## src/rtl/pipeline_hazard_ctrl.sv

```systemverilog
// -----------------------------------------------------------------------------
// pipeline_hazard_ctrl
//
// Central stall/flush sequencer for the 5-stage rv32i pipeline
// (IF, ID, EX, MEM, WB).
//   - Issues and tracks the I-cache and D-cache requests.
//   - Freezes the whole pipe while either request is outstanding.
//   - Inserts load-use bubbles.
//   - Sequences branch-mispredict flushes, including throwing away a fetch
//     that was already in flight when the redirect arrived.
//   - Keeps saturating stall/flush counters for performance debug.
//
// Parameters
//   CNT_W         width of each performance counter
//   NOP_ON_FLUSH  1: flushed stage registers load a bubble, 0: they clear to
//                 zero. That choice is made inside the stage registers; this
//                 block only drives their flush strobes.
//
// Ports
//   clk, rst                      clock; synchronous active-low reset
//   inst_resp, data_resp          I-/D-cache response strobes
//   mem_rd_req, mem_wr_req        EX_MEM holds a load / a store
//   id_rs1, id_rs2                source registers decoded in ID
//   id_use_rs1, id_use_rs2        ID instruction reads that source
//   ex_rd, ex_is_load             destination / load flag of ID_EX
//   br_mispredict                 redirect pulse from MEM
//   inst_read                     I-cache read strobe
//   data_read, data_write         D-cache strobes
//   hold_if .. hold_wb            stage register keeps its value
//   flush_if_id, flush_id_ex      load a bubble into that stage register
//   fetch_valid                   inst_rdata being captured is usable
//   stall_mem_cnt, stall_lu_cnt,
//   flush_cnt                     saturating performance counters
// -----------------------------------------------------------------------------
module pipeline_hazard_ctrl #(
  parameter int CNT_W        = 16,
  parameter int NOP_ON_FLUSH = 1
) (
  input  logic             clk,
  input  logic             rst,
  input  logic             inst_resp,
  input  logic             data_resp,
  input  logic             mem_rd_req,
  input  logic             mem_wr_req,
  input  logic [4:0]       id_rs1,
  input  logic [4:0]       id_rs2,
  input  logic             id_use_rs1,
  input  logic             id_use_rs2,
  input  logic [4:0]       ex_rd,
  input  logic             ex_is_load,
  input  logic             br_mispredict,
  output logic             inst_read,
  output logic             data_read,
  output logic             data_write,
  output logic             hold_if,
  output logic             hold_id,
  output logic             hold_ex,
  output logic             hold_mem,
  output logic             hold_wb,
  output logic             flush_if_id,
  output logic             flush_id_ex,
  output logic             fetch_valid,
  output logic [CNT_W-1:0] stall_mem_cnt,
  output logic [CNT_W-1:0] stall_lu_cnt,
  output logic [CNT_W-1:0] flush_cnt
);

  // Catch an illegal bubble-mode setting at elaboration.
  if (NOP_ON_FLUSH != 0 && NOP_ON_FLUSH != 1) begin : g_bad_nop_on_flush
    $error("pipeline_hazard_ctrl: NOP_ON_FLUSH must be 0 or 1");
  end

  // Fetch FSM encoding
  localparam logic [1:0] F_REQ     = 2'd0;
  localparam logic [1:0] F_WAIT    = 2'd1;
  localparam logic [1:0] F_DONE    = 2'd2;
  localparam logic [1:0] F_DISCARD = 2'd3;

  // Data FSM encoding
  localparam logic [1:0] D_IDLE = 2'd0;
  localparam logic [1:0] D_WAIT = 2'd1;
  localparam logic [1:0] D_DONE = 2'd2;

  localparam logic [CNT_W-1:0] CNT_ONE = CNT_W'(1);

  logic [1:0] f_state, f_next;
  logic [1:0] d_state, d_next;
  logic       flush_pend;

  logic f_issuing;      // an I-cache request is on the bus this cycle
  logic f_usable;       // the request in flight is for the current path
  logic fetch_pending;  // fetch not complete this cycle
  logic d_access;       // a D-cache request is on the bus this cycle
  logic data_pending;   // data access not complete this cycle
  logic mem_stall;
  logic flush_req;
  logic flush_now;
  logic lu_hazard;
  logic lu_now;

  // ---------------------------------------------------------------------------
  // Stall / hazard detection. Everything here is combinational on the resp
  // inputs, so a response releases the freeze in the very cycle it arrives.
  // ---------------------------------------------------------------------------
  assign f_usable      = (f_state == F_REQ) || (f_state == F_WAIT);
  assign f_issuing     = f_usable || (f_state == F_DISCARD);
  // A stale response in F_DISCARD still completes the fetch slot; it is only
  // marked unusable through fetch_valid, and the flush bubbles IF_ID anyway.
  assign fetch_pending = f_issuing && !inst_resp;

  assign d_access      = ((d_state == D_IDLE) && (mem_rd_req || mem_wr_req)) ||
                         (d_state == D_WAIT);
  assign data_pending  = d_access && !data_resp;

  assign mem_stall     = fetch_pending || data_pending;

  // A mispredict is acted on in its own cycle when the pipe advances, and is
  // parked in flush_pend otherwise. Repeats while parked merge into one flush.
  assign flush_req     = flush_pend || br_mispredict;
  assign flush_now     = flush_req && !mem_stall;

  // x0 is hardwired to zero, so a load targeting it never creates a hazard.
  assign lu_hazard     = ex_is_load && (ex_rd != 5'd0) &&
                         ((id_use_rs1 && (id_rs1 == ex_rd)) ||
                          (id_use_rs2 && (id_rs2 == ex_rd)));
  assign lu_now        = lu_hazard && !mem_stall && !flush_now;

  // ---------------------------------------------------------------------------
  // Fetch FSM next state
  // ---------------------------------------------------------------------------
  // NOTE: every signal assigned in an always_comb gets a default first, so no
  // path through the case can leave it unassigned and infer a latch.
  always_comb begin
    f_next = f_state;
    case (f_state)
      F_REQ, F_WAIT: begin
        if (inst_resp)          f_next = mem_stall ? F_DONE : F_REQ;
        else if (br_mispredict) f_next = F_DISCARD;
        else                    f_next = F_WAIT;
      end
      F_DONE: begin
        // Instruction already captured; reissue once the pipe moves.
        if (!mem_stall) f_next = F_REQ;
      end
      F_DISCARD: begin
        if (inst_resp) f_next = F_REQ;
      end
      default: f_next = F_REQ;
    endcase
  end

  // ---------------------------------------------------------------------------
  // Data FSM next state. D_DONE parks a finished access so the still-held
  // EX_MEM request is not issued a second time while the fetch catches up.
  // ---------------------------------------------------------------------------
  always_comb begin
    d_next = d_state;
    case (d_state)
      D_IDLE: begin
        if (mem_rd_req || mem_wr_req) begin
          if (data_resp) d_next = mem_stall ? D_DONE : D_IDLE;
          else           d_next = D_WAIT;
        end
      end
      D_WAIT: begin
        if (data_resp) d_next = mem_stall ? D_DONE : D_IDLE;
      end
      D_DONE: begin
        if (!mem_stall) d_next = D_IDLE;
      end
      default: d_next = D_IDLE;
    endcase
  end

  // ---------------------------------------------------------------------------
  // Outputs. Reset forces the pipe fully held and flushed with no strobes,
  // from the first reset cycle on, independent of the state registers.
  // Priority: reset, freeze, mispredict flush, load-use bubble, advance.
  // ---------------------------------------------------------------------------
  always_comb begin
    inst_read   = 1'b0;
    data_read   = 1'b0;
    data_write  = 1'b0;
    fetch_valid = 1'b0;
    hold_if     = 1'b1;
    hold_id     = 1'b1;
    hold_ex     = 1'b1;
    hold_mem    = 1'b1;
    hold_wb     = 1'b1;
    flush_if_id = 1'b1;
    flush_id_ex = 1'b1;

    if (rst) begin
      inst_read   = f_issuing;
      data_read   = d_access && mem_rd_req;
      data_write  = d_access && mem_wr_req;
      fetch_valid = f_usable && inst_resp;

      if (mem_stall) begin
        flush_if_id = 1'b0;
        flush_id_ex = 1'b0;
      end else if (flush_now) begin
        hold_if  = 1'b0;
        hold_id  = 1'b0;
        hold_ex  = 1'b0;
        hold_mem = 1'b0;
        hold_wb  = 1'b0;
      end else if (lu_now) begin
        // Keep IF/ID, push a bubble into EX; older stages drain.
        hold_ex     = 1'b0;
        hold_mem    = 1'b0;
        hold_wb     = 1'b0;
        flush_if_id = 1'b0;
      end else begin
        hold_if     = 1'b0;
        hold_id     = 1'b0;
        hold_ex     = 1'b0;
        hold_mem    = 1'b0;
        hold_wb     = 1'b0;
        flush_if_id = 1'b0;
        flush_id_ex = 1'b0;
      end
    end
  end

  // ---------------------------------------------------------------------------
  // State and counters
  // ---------------------------------------------------------------------------
  // NOTE: sequential state uses non-blocking assignments so every register
  // samples its inputs from the same edge, regardless of statement order.
  always_ff @(posedge clk) begin
    if (!rst) begin
      f_state       <= F_REQ;
      d_state       <= D_IDLE;
      flush_pend    <= 1'b0;
      stall_mem_cnt <= '0;
      stall_lu_cnt  <= '0;
      flush_cnt     <= '0;
    end else begin
      f_state    <= f_next;
      d_state    <= d_next;
      flush_pend <= flush_req && mem_stall;

      // Counters stick at all-ones instead of wrapping.
      if (mem_stall && (stall_mem_cnt != '1))
        stall_mem_cnt <= stall_mem_cnt + CNT_ONE;
      if (lu_now && (stall_lu_cnt != '1))
        stall_lu_cnt <= stall_lu_cnt + CNT_ONE;
      if (flush_now && (flush_cnt != '1))
        flush_cnt <= flush_cnt + CNT_ONE;
    end
  end

endmodule

```

## config.mk

```make
export PLATFORM = sky130hd
export DESIGN_NAME = pipeline_hazard_ctrl
export DESIGN_NICKNAME = d
export VERILOG_FILES = /design/src/rtl/pipeline_hazard_ctrl.sv
export SDC_FILE = /design/constraint.sdc
export NUM_CORES = 1
export LEC_CHECK = 0
export ABC_AREA = 1
export CAP_MARGIN = 20
export CORE_MARGIN = 2
export CORE_UTILIZATION = 55
export CTS_BUF_LIST = sky130_fd_sc_hd__clkbuf_16
export DETAILED_ROUTE_END_ITERATION = 8
export DONT_BUFFER_PORTS = 1
export GPL_ROUTABILITY_DRIVEN = 1
export GPL_TIMING_DRIVEN = 0
export HOLD_SLACK_MARGIN = 0.12
export PLACE_DENSITY_LB_ADDON = 0.05
export SLEW_MARGIN = 20
export SYNTH_ARGS = -nofsm -noshare
export SYNTH_HDL_FRONTEND = slang
export SYNTH_SLANG_ARGS = --single-unit
```

## constraint.sdc

```tcl
create_clock -name clk -period 1.7 [get_ports clk]
set_input_delay 0.34 -clock clk [delete_from_list [all_inputs] [get_ports clk]]
set_output_delay 0.34 -clock clk [all_outputs]
set_load 0.05 [all_outputs]
```

==> impl_metrics.ini, run 1 <==
[floorplanning]
die_w_um = 81.1
die-area_mm2 = 0.00658
core_mm2 = 0.00582
die_height_um = 81.1
start_util_pct = 56.2
io_pins = 84
rows = 28

[timing]
slew_headroom_pct = 55.0
setup_ws_ns = -0.253
rsz0062_at_grt = true
fin_worst_skew_ns = 0.00537
finalSetupViolCount = 24
fmax_ghz = 0.512
min_period_ns = 1.95
tightestPinTransition_ns = 0.675
tns_ns = -2.06
min_period_over_period_pct = 115
drv_slew = 0
hold_violations = 0

[global_routing]
grt_max_degree = 17
grt_antenna_before_repair = 0
grt_usage_pct = 24.7
grt_pass1_vias = 2941
gr-total-overflow = 0
grt_pass1_wl_mm = 12.9

[pwr]
power_uw = 2990
pwr-share-seq_pct = 44.1
internal_power_uw = 2110
switching_share_pct = 29.6
power_density_mw_per_mm2 = 704
combinationalPowerShare_pct = 16.7
p_switching_uw = 887
vdd_drop_max_mv = 0.490
p_leak_uw = 0.00177
p_clk_share_pct = 39.2

[clock_tree]
cts_num_sinks = 53
cts_max_level = 2
numCtsBuffers = 5
path_clk_slew_ns = 0.07
cts.path.max_buffers = 2
cts_tree = done
clk_latency_ns = 0.30
root_buffer = clkbuf_16

[finish]
fill_cells = 478
drive_gt1_share_pct = 32.9
final_nets = 568
antennaDiodeCount = 0
syn_to_final_growth_pct = 30.0

[synth]
yosysSeqAreaShare_pct = 32.5
synth.distinct_cells = 39
synth.top_cells.by_area = dfxtp_1, nand2_1, nor2_1
syn_inst = 517
yosysWarnings = 0
synth-main-ff-cell = dfxtp_1
synth_seq_cells = 53
syn_area_per_cell_um2 = 6.32
yosysMostFrequentCell = nand2_1
synthArstFlopShare_pct = 0
synth_top_cell_area_share_pct = 32.5
synth_common_cells = nand2_1, nor2_1, inv_1, dfxtp_1, nand3_1
yosysTopAreaCell = dfxtp_1
netlist_area_mm2 = 0.00327
synth-edff-count = 0
synth.net_count = 545

[detailed_routing]
drc = 0
drtIter0Drc = 136
drtAntennaViolNets = 0
highest_layer = met4
wire_per_inst_um = 13.3
firstDrtPassIters = 5
dr_wl_met3_um = 529
m1WireLength_mm = 3.49
vias = 3255
wl_mm = 8.21
vias_per_cell = 5.28
dr_wl_met2_mm = 4.12

[worst_setup_path]
crit_top_cell = nand2_8
crit_chain = inv_2 -> or2_4 -> nand2_8 -> nand2_8 -> clkinvlp_4 -> nand3_4 -> buf_8
crit_slowest_cell = dfxtp_2
slowest_delay_ns = 0.34
critical_path_class = reg -> out
cp_max_fo = 3
cp_data_required_time_ns = 1.36
arrival_ns = 1.61
endpoint_kind = output port
start_kind = flip-flop

[place]
detailed_place_hpwl_mm = 5.62
portBuffers = 0
gp_congestion = 0.937

[job]
maxCapViolCount = 0

[status]
violations = negative setup slack
outcome = finished with violations

[worst_hold_path]
holdCritPathClass = in -> reg
## critical path: cells and delay by family, from the launching register on
family	cells	cell delay (ns)
buffers and inverters	3	0.39
DFF	1	0.34
and+or+nand+nor	4	0.60
## cell type report
class	count	area, um2	area share, %
clock inverters	3	40.0	0.942
inverters	70	287	6.74
plain buffers	12	101	2.39
well taps	75	93.8	2.21
repair buffers	17	161	3.80
clock buffers	5	125	2.94
flip-flops and latches	53	1180	27.9
multi-input cells	381	2260	53.1
## worst paths after layout
check / startpoint / endpoint / slack, ns / depth (start not counted)
hold / removal: br_mispredict / f_state[1]$_SDFFE_PN0P_ / 0.20 / 2
hold reg to reg: d_state[1]$_SDFFE_PN0P_ / d_state[1]$_SDFFE_PN0P_ / 0.51 / 2
setup reg to reg: flush_cnt[1]$_SDFFE_PN0P_ / flush_cnt[15]$_SDFFE_PN0P_ / -0.09 / 11
setup / recovery: f_state[1]$_SDFFE_PN0P_ / hold_if / -0.25 / 7
## metrics by stage
stage / area [um2] / setup slack, ns / hold slack [ns] / std cells / utilization, %
after floorplan: 3360 / -0.0862 / 0.465 / 517 / -
after global placement: 3450 / -0.501 / 0.468 / 592 / 59.4
after detailed placement: 3450 / -0.497 / 0.482 / 592 / 59.4
after CTS: 3950 / -0.266 / 0.181 / 614 / 68.0
after global routing: 4250 / -0.295 / 0.212 / 616 / 73.1
final: 4250 / -0.253 / 0.202 / 616 / 73.1
## logic make-up after synthesis
group / after synthesis / share of synthesized area [%]
buffers and inverters: 83 / 10.4
DFF: 53 / 32.5
adders and majority gates: 3 / 1.15
xor gates and xnor gates: 18 / 4.82
AOI/OAI and AO/OA: 42 / 6.74
and+or+nand+nor: 318 / 44.4
## cell usage in the layout (no fill, tap or decap), drive strengths merged, types with 2 or more instances in the layout
master  Yosys  routed
xnor2       5       5
dfxtp      53      53
a21oi      22      22
inv        69      70
o21bai      2       2
nand2     155     155
o21ai      16      16
nor3b       2       2
nor3       12      12
buf         9      25
nand3b      2       2
nor2      103     103
xor2       13      13
nand4      13      13
ha          3       3
nand3      28      28
clkbuf      4       9
## power by group through the flow
stage | combinational [uW] | clock [uW] | sequential, uW
finish | 501 | 1170 | 1320
global placement | 358 | 0 | 1370
CTS | 450 | 1180 | 1340
global route | 544 | 1210 | 1320
detailed placement | 364 | 0 | 1370
floorplan | 309 | 0 | 1370
## state kept, by name, indices dropped and copies added (netlist names)
name / cells
flush_cnt: 16
f_state: 2
stall_mem_cnt: 16
flush_pend: 1
d_state: 2
stall_lu_cnt: 16
## layer usage
metal / track usage (%) / up-vias
li1: - / 1660
met1: 30.1 / 1503
met2: 42.2 / 84
met3: 6.89 / 8
met4: 7.80 / 0
met5: 0 / -
## repair_timing
item / CTS / global route
setup endpoints to repair: 58 / 59
gates cloned: 2 / 1
hold buffers: 0 / 0
pin swaps: 16 / 25
endpoints found under the hold margin: 0 / 0
buffers inserted: 13 / 1
gates resized for setup: 78 / 89
Power figures use the tool's default switching activity.
==> run 2: changes to the inputs <==
--- a/config.mk
+++ b/config.mk
@@ -10,12 +10,14 @@
 export CORE_MARGIN = 2
 export CORE_UTILIZATION = 55
 export CTS_BUF_LIST = sky130_fd_sc_hd__clkbuf_16
+export CTS_CLUSTER_SIZE = 25
 export DETAILED_ROUTE_END_ITERATION = 8
 export DONT_BUFFER_PORTS = 1
 export GPL_ROUTABILITY_DRIVEN = 1
 export GPL_TIMING_DRIVEN = 0
 export HOLD_SLACK_MARGIN = 0.12
 export PLACE_DENSITY_LB_ADDON = 0.05
+export SKIP_CTS_REPAIR_TIMING = 1
 export SLEW_MARGIN = 20
 export SYNTH_ARGS = -nofsm -noshare
 export SYNTH_HDL_FRONTEND = slang
==> impl_metrics.ini, run 2 (synthesis gave the netlist of run 1 again) <==
[detailed_routing]
vias = 3326
drc = 0
drtAntennaViolNets = 0
wl_mm = 8.42
wire_per_inst_um = 13.4
vias_per_cell = 5.31
firstDrtPassIters = 4
drtIter0Drc = 114

[clock_tree]
path_clk_slew_ns = 0.07
numCtsBuffers = 5
root_buffer = clkbuf_16
cts_max_level = 2
clk_latency_ns = 0.29
cts_num_sinks = 53
cts_tree = done
cts.path.max_buffers = 2

[timing]
min_period_ns = 1.98
tns_ns = -4.50
setup_ws_ns = -0.277
drv_slew = 0
finalSetupViolCount = 33
min_period_over_period_pct = 116
slew_headroom_pct = 57.2
tightestPinTransition_ns = 0.641
hold_violations = 0
whs_ns = 0.206
fmax_ghz = 0.506
rsz0062_at_grt = true
fin_worst_skew_ns = 0.00524

[floorplanning]
core_mm2 = 0.00582
rows = 28
die_w_um = 81.1
die_height_um = 81.1
die-area_mm2 = 0.00658
io_pins = 84
start_util_pct = 56.2

[global_routing]
grt_max_degree = 17
grt_pass1_vias = 2798
gr-total-overflow = 0
grt_usage_pct = 23.4
grt_pass1_wl_mm = 12.3
grt_antenna_before_repair = 0

[worst_setup_path]
endpoint_kind = output port
start_kind = flip-flop
cp_data_required_time_ns = 1.36
crit_slowest_cell = dfxtp_2
crit_chain = inv_2 -> or2_4 -> nand2_8 -> nand2_8 -> nor2_8 -> nand3_4 -> nand3_4 -> buf_8
r2r-start = flush_cnt[1]$_SDFFE_PN0P_
arrival_ns = 1.64
startpoint = f_state[1]$_SDFFE_PN0P_
slowest_delay_ns = 0.33
critical_path_class = reg -> out
cp_max_fo = 4

[place]
dp.cells = 592
portBuffers = 0
place_area_mm2 = 0.00345
detailed_place_hpwl_mm = 5.62
gp_congestion = 0.937

[pwr]
internal_power_uw = 2160
p_switching_uw = 883
switching_share_pct = 29.1
combinationalPowerShare_pct = 18.0
power_density_mw_per_mm2 = 717
pwr-share-seq_pct = 43.7
p_clk_share_pct = 38.3
p_leak_uw = 0.00173
vdd_drop_max_mv = 0.512

[finish]
syn_to_final_growth_pct = 29.7
final_common_cell = nand2_1
fin_cells = 626
antennaDiodeCount = 0
layout_common_cells = nand2_1, nor2_1, inv_1
drive_gt1_share_pct = 29.8
final_cell_area_mm2 = 0.00424
utilization_pct = 72.9
reg_top3 = flush_cnt (16), stall_lu_cnt (16), stall_mem_cnt (16)
final_nets = 578

[status]
outcome = finished with violations
violations = negative setup slack

[worst_hold_path]
hp-start = br_mispredict
holdCritPathClass = in -> reg

[job]
maxCapViolCount = 0
-- run 2: cell types whose count changed in the layout (fill, tap and decap cells not counted), sizes merged --
| cell | previous run | this run |
|---|---|---|
| nand2 | 155 | 156 |
| inv | 70 | 69 |
| clkinvlp | 1 | 2 |
| buf | 25 | 34 |
-- run 2: per-layer routing --
layer / vias up / part of all wire (%) / track usage, %
met5: - / 0 / 0
met4: 0 / 1.6 / 6.44
met3: 14 / 7.9 / 6.56
met2: 114 / 49 / 40.0
met1: 1521 / 42 / 28.9
li1: 1677 / - / -
-- run 2: critical path: cells and delay by family (launching register included) --
family / cells / cell delay, ns
buffers and inverters: 2 / 0.21
flip-flops: 1 / 0.33
AND/OR/NAND/NOR: 6 / 0.79
-- run 2: metrics by stage --
| step | power [uW] | worst slack (ns) |
|---|---|---|
| after global routing | 3140 | -0.325 |
| after global placement | 1730 | -0.501 |
| final | 3040 | -0.277 |
| after detailed placement | 1740 | -0.497 |
| after CTS | 2890 | -0.523 |
| after floorplan | 1670 | -0.0862 |
-- run 2: power by group through the flow --
stage / clock network, uW / registers [uW] / logic (uW)
global route: 1220 / 1330 / 590
global placement: 0 / 1370 / 358
finish: 1160 / 1330 / 546
floorplan: 0 / 1370 / 309
detailed placement: 0 / 1370 / 364
CTS: 1180 / 1340 / 365
-- run 2: worst paths after layout --
kind | to | slack, ns | cells past startpoint
hold / removal | f_state[1]$_SDFFE_PN0P_ | 0.21 | 2
setup reg to reg | flush_cnt[12]$_SDFFE_PN0P_ | -0.20 | 11
setup / recovery | hold_if | -0.28 | 8
hold reg to reg | f_state[1]$_SDFFE_PN0P_ | 0.52 | 2
-- run 2: area by class of cell --
| cell class | count | area, um2 |
|---|---|---|
| buffer | 13 | 124 |
| inverter | 70 | 283 |
| clock buffer | 5 | 125 |
| fill | 477 | 1580 |
| timing repair buffer | 25 | 262 |
| clock inverter | 3 | 40.0 |
| multi-input combinational | 382 | 2150 |
| sequential | 53 | 1160 |
| tap | 75 | 93.8 |
==> run 3: changes to the inputs <==
--- a/config.mk
+++ b/config.mk
@@ -17,6 +17,7 @@
 export GPL_TIMING_DRIVEN = 0
 export HOLD_SLACK_MARGIN = 0.12
 export PLACE_DENSITY_LB_ADDON = 0.05
+export REMOVE_ABC_BUFFERS = 1
 export SKIP_CTS_REPAIR_TIMING = 1
 export SLEW_MARGIN = 20
 export SYNTH_ARGS = -nofsm -noshare
==> impl_metrics.ini, run 3 (synthesis gave the netlist of run 1 again) <==
[worst_setup_path]
critical_path_class = reg -> out
ff2ff_path_depth = 10
arrival_ns = 1.56
start_kind = flip-flop
crit_slowest_cell = dfxtp_2
slowest_delay_ns = 0.33
cp_max_fo = 4
endpoint_kind = output port
crit_chain = inv_2 -> or2_4 -> nand2_8 -> nand2_8 -> nor2_8 -> nand3_4 -> nand3_4
cp_data_required_time_ns = 1.36

[timing]
setup_ws_ns = -0.196
min_period_ns = 1.90
slew_headroom_pct = 50.4
fin_worst_skew_ns = 0.00440
fmax_ghz = 0.527
min_period_over_period_pct = 112
drv_slew = 0
finalSetupViolCount = 29
tightestPinTransition_ns = 0.742
hold_violations = 0
rsz0062_at_grt = true

[global_routing]
grt_antenna_before_repair = 0
grt_pass1_vias = 2723
grt_max_degree = 37
grt_pass1_wl_mm = 11.5
grt_usage_pct = 21.8
gr-total-overflow = 0

[clock_tree]
cts_num_sinks = 53
cts.path.max_buffers = 2
path_clk_slew_ns = 0.07
clk_latency_ns = 0.29
cts_tree = done
root_buffer = clkbuf_16
cts_max_level = 2
numCtsBuffers = 5

[pwr]
power_density_mw_per_mm2 = 680
vdd_drop_max_mv = 0.444
p_leak_uw = 0.00161

[floorplanning]
core_mm2 = 0.00582
die_w_um = 81.1
die-area_mm2 = 0.00658
start_util_pct = 56.2
die_height_um = 81.1
io_pins = 84
rows = 28

[detailed_routing]
vias_per_cell = 5.22
drtIter0Drc = 89
drc = 0
wl_mm = 7.78
drtAntennaViolNets = 0
firstDrtPassIters = 4
vias = 3168
wire_per_inst_um = 12.8

[finish]
final_common_cell = nand2_1
antennaDiodeCount = 0
layout_common_cells = nand2_1, nor2_1, inv_1
final_cell_area_mm2 = 0.00403
syn_to_final_growth_pct = 23.2
utilization_pct = 69.3
fill_cells = 525
reg_top3 = flush_cnt (16), stall_lu_cnt (16), stall_mem_cnt (16)
drive_gt1_share_pct = 29.7
final_nets = 559

[place]
detailed_place_hpwl_mm = 5.04
gp_congestion = 0.831
portBuffers = 0
place_area_mm2 = 0.00329

[job]
maxCapViolCount = 0

[status]
outcome = finished with violations
violations = negative setup slack

[worst_hold_path]
holdCritPathClass = in -> reg
holdPathStages = 2
==> run 3: per-layer routing <==
metal | wire length (um) | global-route usage [%] | part of all wire [%] | vias to the layer above
met4 | 116 | 5.42 | 1.5 | 0
met5 | 0 | 0 | 0 | -
met3 | 506 | 6.33 | 6.5 | 10
li1 | - | - | - | 1642
met2 | 3860 | 38.5 | 50 | 84
met1 | 3290 | 25.9 | 42 | 1432
==> run 3: per-stage QoR <==
step	hold slack (ns)	worst slack [ns]	power (uW)	cells	TNS, ns
2_1_floorplan	0.450	-0.430	1620	504	-11.01
3_3_place_gp	0.463	-0.641	1660	579	-25.07
3_5_place_dp	0.467	-0.653	1670	579	-25.12
4_1_cts	0.163	-0.875	2650	587	-28.27
5_1_grt	0.152	-0.254	2850	607	-5.64
6_report	0.153	-0.196	2740	607	-2.12
==> run 3: critical path, delay by kind of cell (launching register included) <==
family	cells	cell delay [ns]
buf+inv	1	0.04
simple gates	6	0.89
flops	1	0.33
==> run 3: layout make-up <==
| class | count | area, um2 | area share (%) |
|---|---|---|---|
| multi-input combinational | 382 | 2170 | 53.8 |
| sequential | 53 | 1170 | 29.0 |
| inverter | 70 | 284 | 7.05 |
| timing repair buffer | 18 | 174 | 4.32 |
| clock buffer | 5 | 125 | 3.11 |
| tap | 75 | 93.8 | 2.33 |
| clock inverter | 3 | 13.8 | 0.342 |
| timing repair inverter | 1 | 5.00 | 0.124 |
==> run 3: report_power, final <==
| part | total, uW | internal, uW | switching [uW] |
|---|---|---|---|
| registers | 1330 | 1240 | 81.6 |
| clock network | 975 | 536 | 439 |
| logic | 436 | 154 | 283 |
==> run 3: final timing paths <==
kind | slack, ns | to | from
worst max register to register | -0.09 | flush_cnt[12]$_SDFFE_PN0P_ | flush_cnt[1]$_SDFFE_PN0P_
worst min-delay path | 0.15 | stall_mem_cnt[0]$_SDFFE_PN0P_ | rst
worst max-delay path | -0.20 | hold_id | f_state[1]$_SDFFE_PN0P_
worst min register to register | 0.50 | f_state[1]$_SDFFE_PN0P_ | f_state[1]$_SDFFE_PN0P_
==> edit 1 (flow settings as in run 1) <==
Make the reset (`rst`) asynchronous in one clocked block. Comments in the files are not updated.
--- a/src/rtl/pipeline_hazard_ctrl.sv
+++ b/src/rtl/pipeline_hazard_ctrl.sv
@@ -229,5 +229,5 @@
   // NOTE: sequential state uses non-blocking assignments so every register
   // samples its inputs from the same edge, regardless of statement order.
-  always_ff @(posedge clk) begin
+  always_ff @(posedge clk or negedge rst) begin
     if (!rst) begin
       f_state       <= F_REQ;
Behaviour: differs if rst is asserted again (counterexample within 4 cycles, from zero or initial values and one cycle with rst low); with rst held inactive, the same outputs for 10 cycles.
==> edit 1 against run 1 <==
The flow still finishes with violations (setup timing); design area up 3.7%; synthesized area down 1.1%; routed wire length up 3.3%; register-to-register slack worse by 0.13 ns; core utilization up 5.5 points; via count down 6.2%; worst setup slack worse by 0.089 ns; sequential cell count unchanged.
Power is not compared: it rests on default switching activity, and its combinational part moved more than twofold at a synthesized area within 25%.
==> edit 1: results (changes against run 1) <==
<table>
<tr><th>Metric</th><th>Value</th></tr>
<tr><th colspan="2">Drt</th></tr>
<tr><td>Via count</td><td>3052 (was 3255)</td></tr>
<tr><td>Met3 layer wire length in the routed design</td><td>675 um (was 529 um)</td></tr>
<tr><td>Met2 Wirelength</td><td>4170 um (was 4120 um)</td></tr>
<tr><td>Routed met1 length</td><td>3480 um (was 3490 um)</td></tr>
<tr><td>Total routed wirelength</td><td>8490 um (was 8210 um)</td></tr>
<tr><th colspan="2">Global routing</th></tr>
<tr><td>Wire length of the first global-routing pass</td><td>12900 um (about the same)</td></tr>
<tr><td>Aggregate global-route resource usage</td><td>0.252 (was 0.247)</td></tr>
<tr><th colspan="2">Place</th></tr>
<tr><td>Global placement routability congestion</td><td>0.852 (was 0.937)</td></tr>
<tr><td>DP HPWL</td><td>5070 um (was 5620 um)</td></tr>
<tr><th colspan="2">Timing</th></tr>
<tr><td>Final count of negative-setup-slack endpoints</td><td>49 (was 24)</td></tr>
<tr><td>Tightest slew margin relative to the limit</td><td>0.585 (was 0.550)</td></tr>
<tr><td>Worst setup slack after layout</td><td>-0.342 ns (was -0.253 ns)</td></tr>
<tr><td>Min Hold Slack</td><td>0.234 ns (was 0.202 ns)</td></tr>
<tr><th colspan="2">Logic synthesis</th></tr>
<tr><td>Post-synth top flop</td><td>dfrtp_1 (was dfxtp_1)</td></tr>
<tr><td>Asr flop ratio synth</td><td>1.00 (was 0)</td></tr>
<tr><td>Most numerous cell types in the synthesized netlist</td><td>nand2_1 (169), dfrtp_1 (53), inv_1 (48), nor2_1 (48), xor2_1 (24) (was nand2_1 (148), nor2_1 (92), inv_1 (60))</td></tr>
<tr><td>Number of distinct standard cells referenced by the synthesized netlist</td><td>27 (was 39)</td></tr>
<tr><td>Sequential area share after synthesis</td><td>0.410 (was 0.325)</td></tr>
<tr><td>Leading post-synthesis cells by cell area</td><td>dfrtp_1 (41%), nand2_1 (20%), xor2_1 (6.5%) (was dfxtp_1 (32%), nand2_1 (17%), nor2_1 (11%))</td></tr>
<tr><th colspan="2">Critical path</th></tr>
<tr><td>Largest incremental delay on the critical path</td><td>0.37 ns (was 0.34 ns)</td></tr>
<tr><td>R2R depth</td><td>13 (was 11)</td></tr>
<tr><td>Slowest library cell on the worst path</td><td>dfrtp_1 (was dfxtp_2)</td></tr>
<tr><td>Worst reg-to-reg setup slack</td><td>-0.22 ns (was -0.09 ns)</td></tr>
<tr><td>Worst reg2reg path startpoint</td><td>f_state[1]$_DFFE_PN0P_ (was flush_cnt[1]$_SDFFE_PN0P_)</td></tr>
<tr><th colspan="2">Status</th></tr>
<tr><td>Status</td><td>finished, violations left (unchanged)</td></tr>
<tr><td>Violated checks</td><td>setup timing (unchanged)</td></tr>
<tr><th colspan="2">Cells and area</th></tr>
<tr><td>NumNets Final</td><td>522 (was 568)</td></tr>
</table>
## edit 1: through the flow
step | instances | power, mW | TNS, ns | setup slack (ns) | area, um2
2_1_floorplan | 446 | 3.01 | -0.0165 | -0.0165 | 3320
3_3_place_gp | 518 | 3.16 | -5.54 | -0.204 | 3410
3_5_place_dp | 518 | 3.19 | -6.22 | -0.227 | 3410
4_1_cts | 558 | 4.57 | -3.47 | -0.342 | 4090
5_1_grt | 567 | 5.18 | -9.67 | -0.412 | 4400
6_report | 567 | 4.97 | -5.55 | -0.342 | 4400
## edit 1: cell families (layout without fill, tap and decap cells)
group | count (synthesis) | in the layout | share of synthesized area
adder cells (fa/ha/maj) | 3 | 3 | 0.0116
buffers and inverters | 58 | 107 | 0.0801
XOR/XNOR | 39 | 39 | 0.106
flip-flops | 53 | 53 | 0.410
AO/OA/AOI/OAI | 18 | 18 | 0.0298
AND/OR/NAND/NOR | 275 | 275 | 0.363
## edit 1: final cells by class
cell class | count | area [um2]
fill | 368 | 1200
sequential | 53 | 1390
inverter | 50 | 209
tap | 72 | 90.1
clock inverter | 3 | 18.8
clock buffer | 5 | 125
multi-input combinational | 335 | 2040
buffer | 8 | 105
timing repair buffer | 41 | 418
## edit 1: what timing repair did
action | CTS | global route
setup buffers | 28 | 8
gates resized for setup | 85 | 71
hold buffers | 2 | 0
pin swaps | 20 | 17
hold endpoints to repair | 53 | 0
endpoints found under the setup margin | 58 | 55
cloned | 2 | 1
## edit 1: per-layer routing
layer,GRT usage,vias to the layer above
li1,-,1476
met4,0.0678,0
met5,0,-
met2,0.441,131
met3,0.0708,20
met1,0.304,1425
==> edit 2 (flow settings as in run 1) <==
Made on the original files. Set the parameter `CNT_W` to 20 (it was 16).
--- a/src/rtl/pipeline_hazard_ctrl.sv
+++ b/src/rtl/pipeline_hazard_ctrl.sv
@@ -34,5 +34,5 @@
 // -----------------------------------------------------------------------------
 module pipeline_hazard_ctrl #(
-  parameter int CNT_W        = 16,
+  parameter int CNT_W        = 20,
   parameter int NOP_ON_FLUSH = 1
 ) (
Interface: changed (resized flush_cnt, stall_lu_cnt and stall_mem_cnt); port bits go from 84 to 96. The function was not compared with the original's and may differ.
==> edit 2 against run 1 <==
The run still ends with setup timing left; non-clock buffer count grew 29; sequential cell count is 12 higher; synthesized area grew 25%; combinational power grew 12%; routed wire length increased by 47%; count of clock-buffer cells in the layout up 4; worst setup slack got worse by 0.14 ns; power up 37%; critical path type unchanged; design area up 34%; hold slack lost 0.052 ns.
==> edit 2: results (changes against run 1) <==
<table>
<tr><th>Metric</th><th>Value</th></tr>
<tr><th colspan="2">Global routing</th></tr>
<tr><td>Number of global-route vias before repair</td><td>4119 (was 2941)</td></tr>
<tr><td>Wire length of the first global-routing pass</td><td>18900 um (was 12900 um)</td></tr>
<tr><td>Pin count of the biggest net entering global routing</td><td>12 (was 17)</td></tr>
<tr><th colspan="2">Logic synthesis</th></tr>
<tr><td>Net Count, Synth</td><td>687 (was 545)</td></tr>
<tr><td>Sequential area share after synthesis</td><td>0.318 (was 0.325)</td></tr>
<tr><td>Cells after Synth</td><td>659 (was 517)</td></tr>
<tr><th colspan="2">Place</th></tr>
<tr><td>Placed inst area</td><td>4400 um2 (was 3450 um2)</td></tr>
<tr><td>Global placement routability congestion</td><td>0.901 (was 0.937)</td></tr>
<tr><th colspan="2">Drt</th></tr>
<tr><td>Violation count after the first detailed-route iteration</td><td>259 (was 136)</td></tr>
<tr><td>Total routed wirelength</td><td>12100 um (was 8210 um)</td></tr>
<tr><td>Drt wl/cell</td><td>14.9 um (was 13.3 um)</td></tr>
<tr><th colspan="2">Timing</th></tr>
<tr><td>Min Hold Slack</td><td>0.150 ns (was 0.202 ns)</td></tr>
<tr><td>Worst setup slack after layout</td><td>-0.388 ns (was -0.253 ns)</td></tr>
<tr><td>Final count of negative-setup-slack endpoints</td><td>63 (was 24)</td></tr>
<tr><td>Worst Tran Pin Value</td><td>0.753 ns (was 0.675 ns)</td></tr>
<tr><td>Clock Skew</td><td>0.00651 ns (was 0.00537 ns)</td></tr>
<tr><th colspan="2">Status</th></tr>
<tr><td>Status</td><td>finished, violations left (unchanged)</td></tr>
<tr><td>Violated checks</td><td>setup timing (unchanged)</td></tr>
<tr><th colspan="2">Cells and area</th></tr>
<tr><td>Share of final-layout standard cells stronger than drive strength 1</td><td>0.350 (was 0.329)</td></tr>
<tr><td>Number of fill cells in the layout</td><td>538 (was 478)</td></tr>
<tr><td>Registers with the most flip-flops</td><td>flush_cnt: 20 flops, stall_lu_cnt: 20 flops, stall_mem_cnt: 20 flops (was flush_cnt: 16 flops, stall_lu_cnt: 16 flops, stall_mem_cnt: 16 flops)</td></tr>
<tr><th colspan="2">Clock tree</th></tr>
<tr><td>Worst-skew pair later-pin latency</td><td>0.33 ns (was 0.30 ns)</td></tr>
<tr><td>Clock-pin slew on the worst setup and hold paths</td><td>0.05 ns (was 0.07 ns)</td></tr>
<tr><td>Number of levels in the clock H-tree</td><td>3 (was 2)</td></tr>
<tr><td>Number of buffers added by the clock tree synthesis step</td><td>9 (was 5)</td></tr>
<tr><th colspan="2">Critical path</th></tr>
<tr><td>R2R depth</td><td>10 (was 11)</td></tr>
<tr><td>Worst reg-to-reg setup slack</td><td>-0.17 ns (was -0.09 ns)</td></tr>
<tr><td>Terminus of the critical flop-to-flop path</td><td>flush_cnt[3]$_SDFFE_PN0P_ (was flush_cnt[15]$_SDFFE_PN0P_)</td></tr>
<tr><th colspan="2">Power and ir drop</th></tr>
<tr><td>Cell leakage power</td><td>2.33 nW (was 1.77 nW)</td></tr>
</table>
## edit 2: changes by cell type after synthesis, moves of 9 or more
cell and delta:
nand2_1 +66, nor2_1 +14, a21oi_1 +12, dfxtp_1 +12, xnor2_1 +12, inv_1 +11
nor3_1 +10, o21bai_1 +9
## edit 2: report_power, final
part / total [mW] / internal [mW] / switching, mW
sequential: 1.60 / 1.50 / 0.0961
clock: 1.94 / 1.26 / 0.676
combinational: 0.562 / 0.205 / 0.357
## edit 2: worst max-delay path, stage by stage (launching register included)
cell	delay, ns
dfxtp_2	0.32
inv_2	0.04
or2_4	0.25
nand2_4	0.07
nand2_4	0.07
nor2_4	0.09
nand3_2	0.09
buf_6	0.14
nand3_4	0.18
buf_8	0.18
## edit 2: repair_timing
| item | in CTS | in global routing |
|---|---|---|
| hold buffers | 0 | 0 |
| setup endpoints to repair | 71 | 71 |
| buffers inserted | 30 | 7 |
| resized for setup | 108 | 117 |
| cloned | 6 | 1 |
| pin swaps | 48 | 46 |
## edit 2: cells by family (layout without fill, tap and decap cells)
family	Yosys count	in the layout	synth area share
flip-flops	65	65	0.318
XOR/XNOR	37	37	0.0792
AND/OR/NAND/NOR	403	403	0.420
AO/OA/AOI/OAI	57	57	0.0773
buffers and inverters	94	149	0.0963
adder cells (fa/ha/maj)	3	3	0.00917
## edit 2: area by class of cell
| type | count | share of cell area |
|---|---|---|
| Buffer | 18 | 0.0288 |
| Multi-Input combinational cell | 500 | 0.514 |
| Tap cell | 99 | 0.0217 |
| Timing Repair inverter | 1 | 0.00132 |
| Sequential cell | 65 | 0.257 |
| Clock buffer | 9 | 0.0395 |
| Timing Repair Buffer | 40 | 0.0716 |
| Clock inverter | 7 | 0.0141 |
| Inverter | 74 | 0.0514 |
## edit 2: metal layers
layer	global-route usage	vias up	routed length [um]
met5	0	-	0
met4	0.121	0	255
met3	0.0568	28	890
met2	0.489	161	6180
met1	0.335	2070	4750
li1	-	2168	-
## edit 2: worst min path at each step
| stage | depth (start not counted) | to |
|---|---|---|
| 6_report | 2 | f_state[1]$_SDFFE_PN0P_ |
| 5_1_grt | 2 | f_state[1]$_SDFFE_PN0P_ |
| 4_1_cts | 2 | f_state[1]$_SDFFE_PN0P_ |
| 3_5_place_dp | 2 | f_state[1]$_SDFFE_PN0P_ |
| 3_3_place_gp | 2 | f_state[1]$_SDFFE_PN0P_ |
| 2_1_floorplan | 2 | f_state[1]$_SDFFE_PN0P_ |
## edit 2: metrics by stage
| stage | setup WS (ns) | setup TNS, ns |
|---|---|---|
| floorplan | -0.127 | -1.99 |
| global placement | -0.526 | -17.36 |
| detailed placement | -0.542 | -19.57 |
| CTS | -0.438 | -4.64 |
| global route | -0.448 | -12.50 |
| finish | -0.388 | -7.05 |
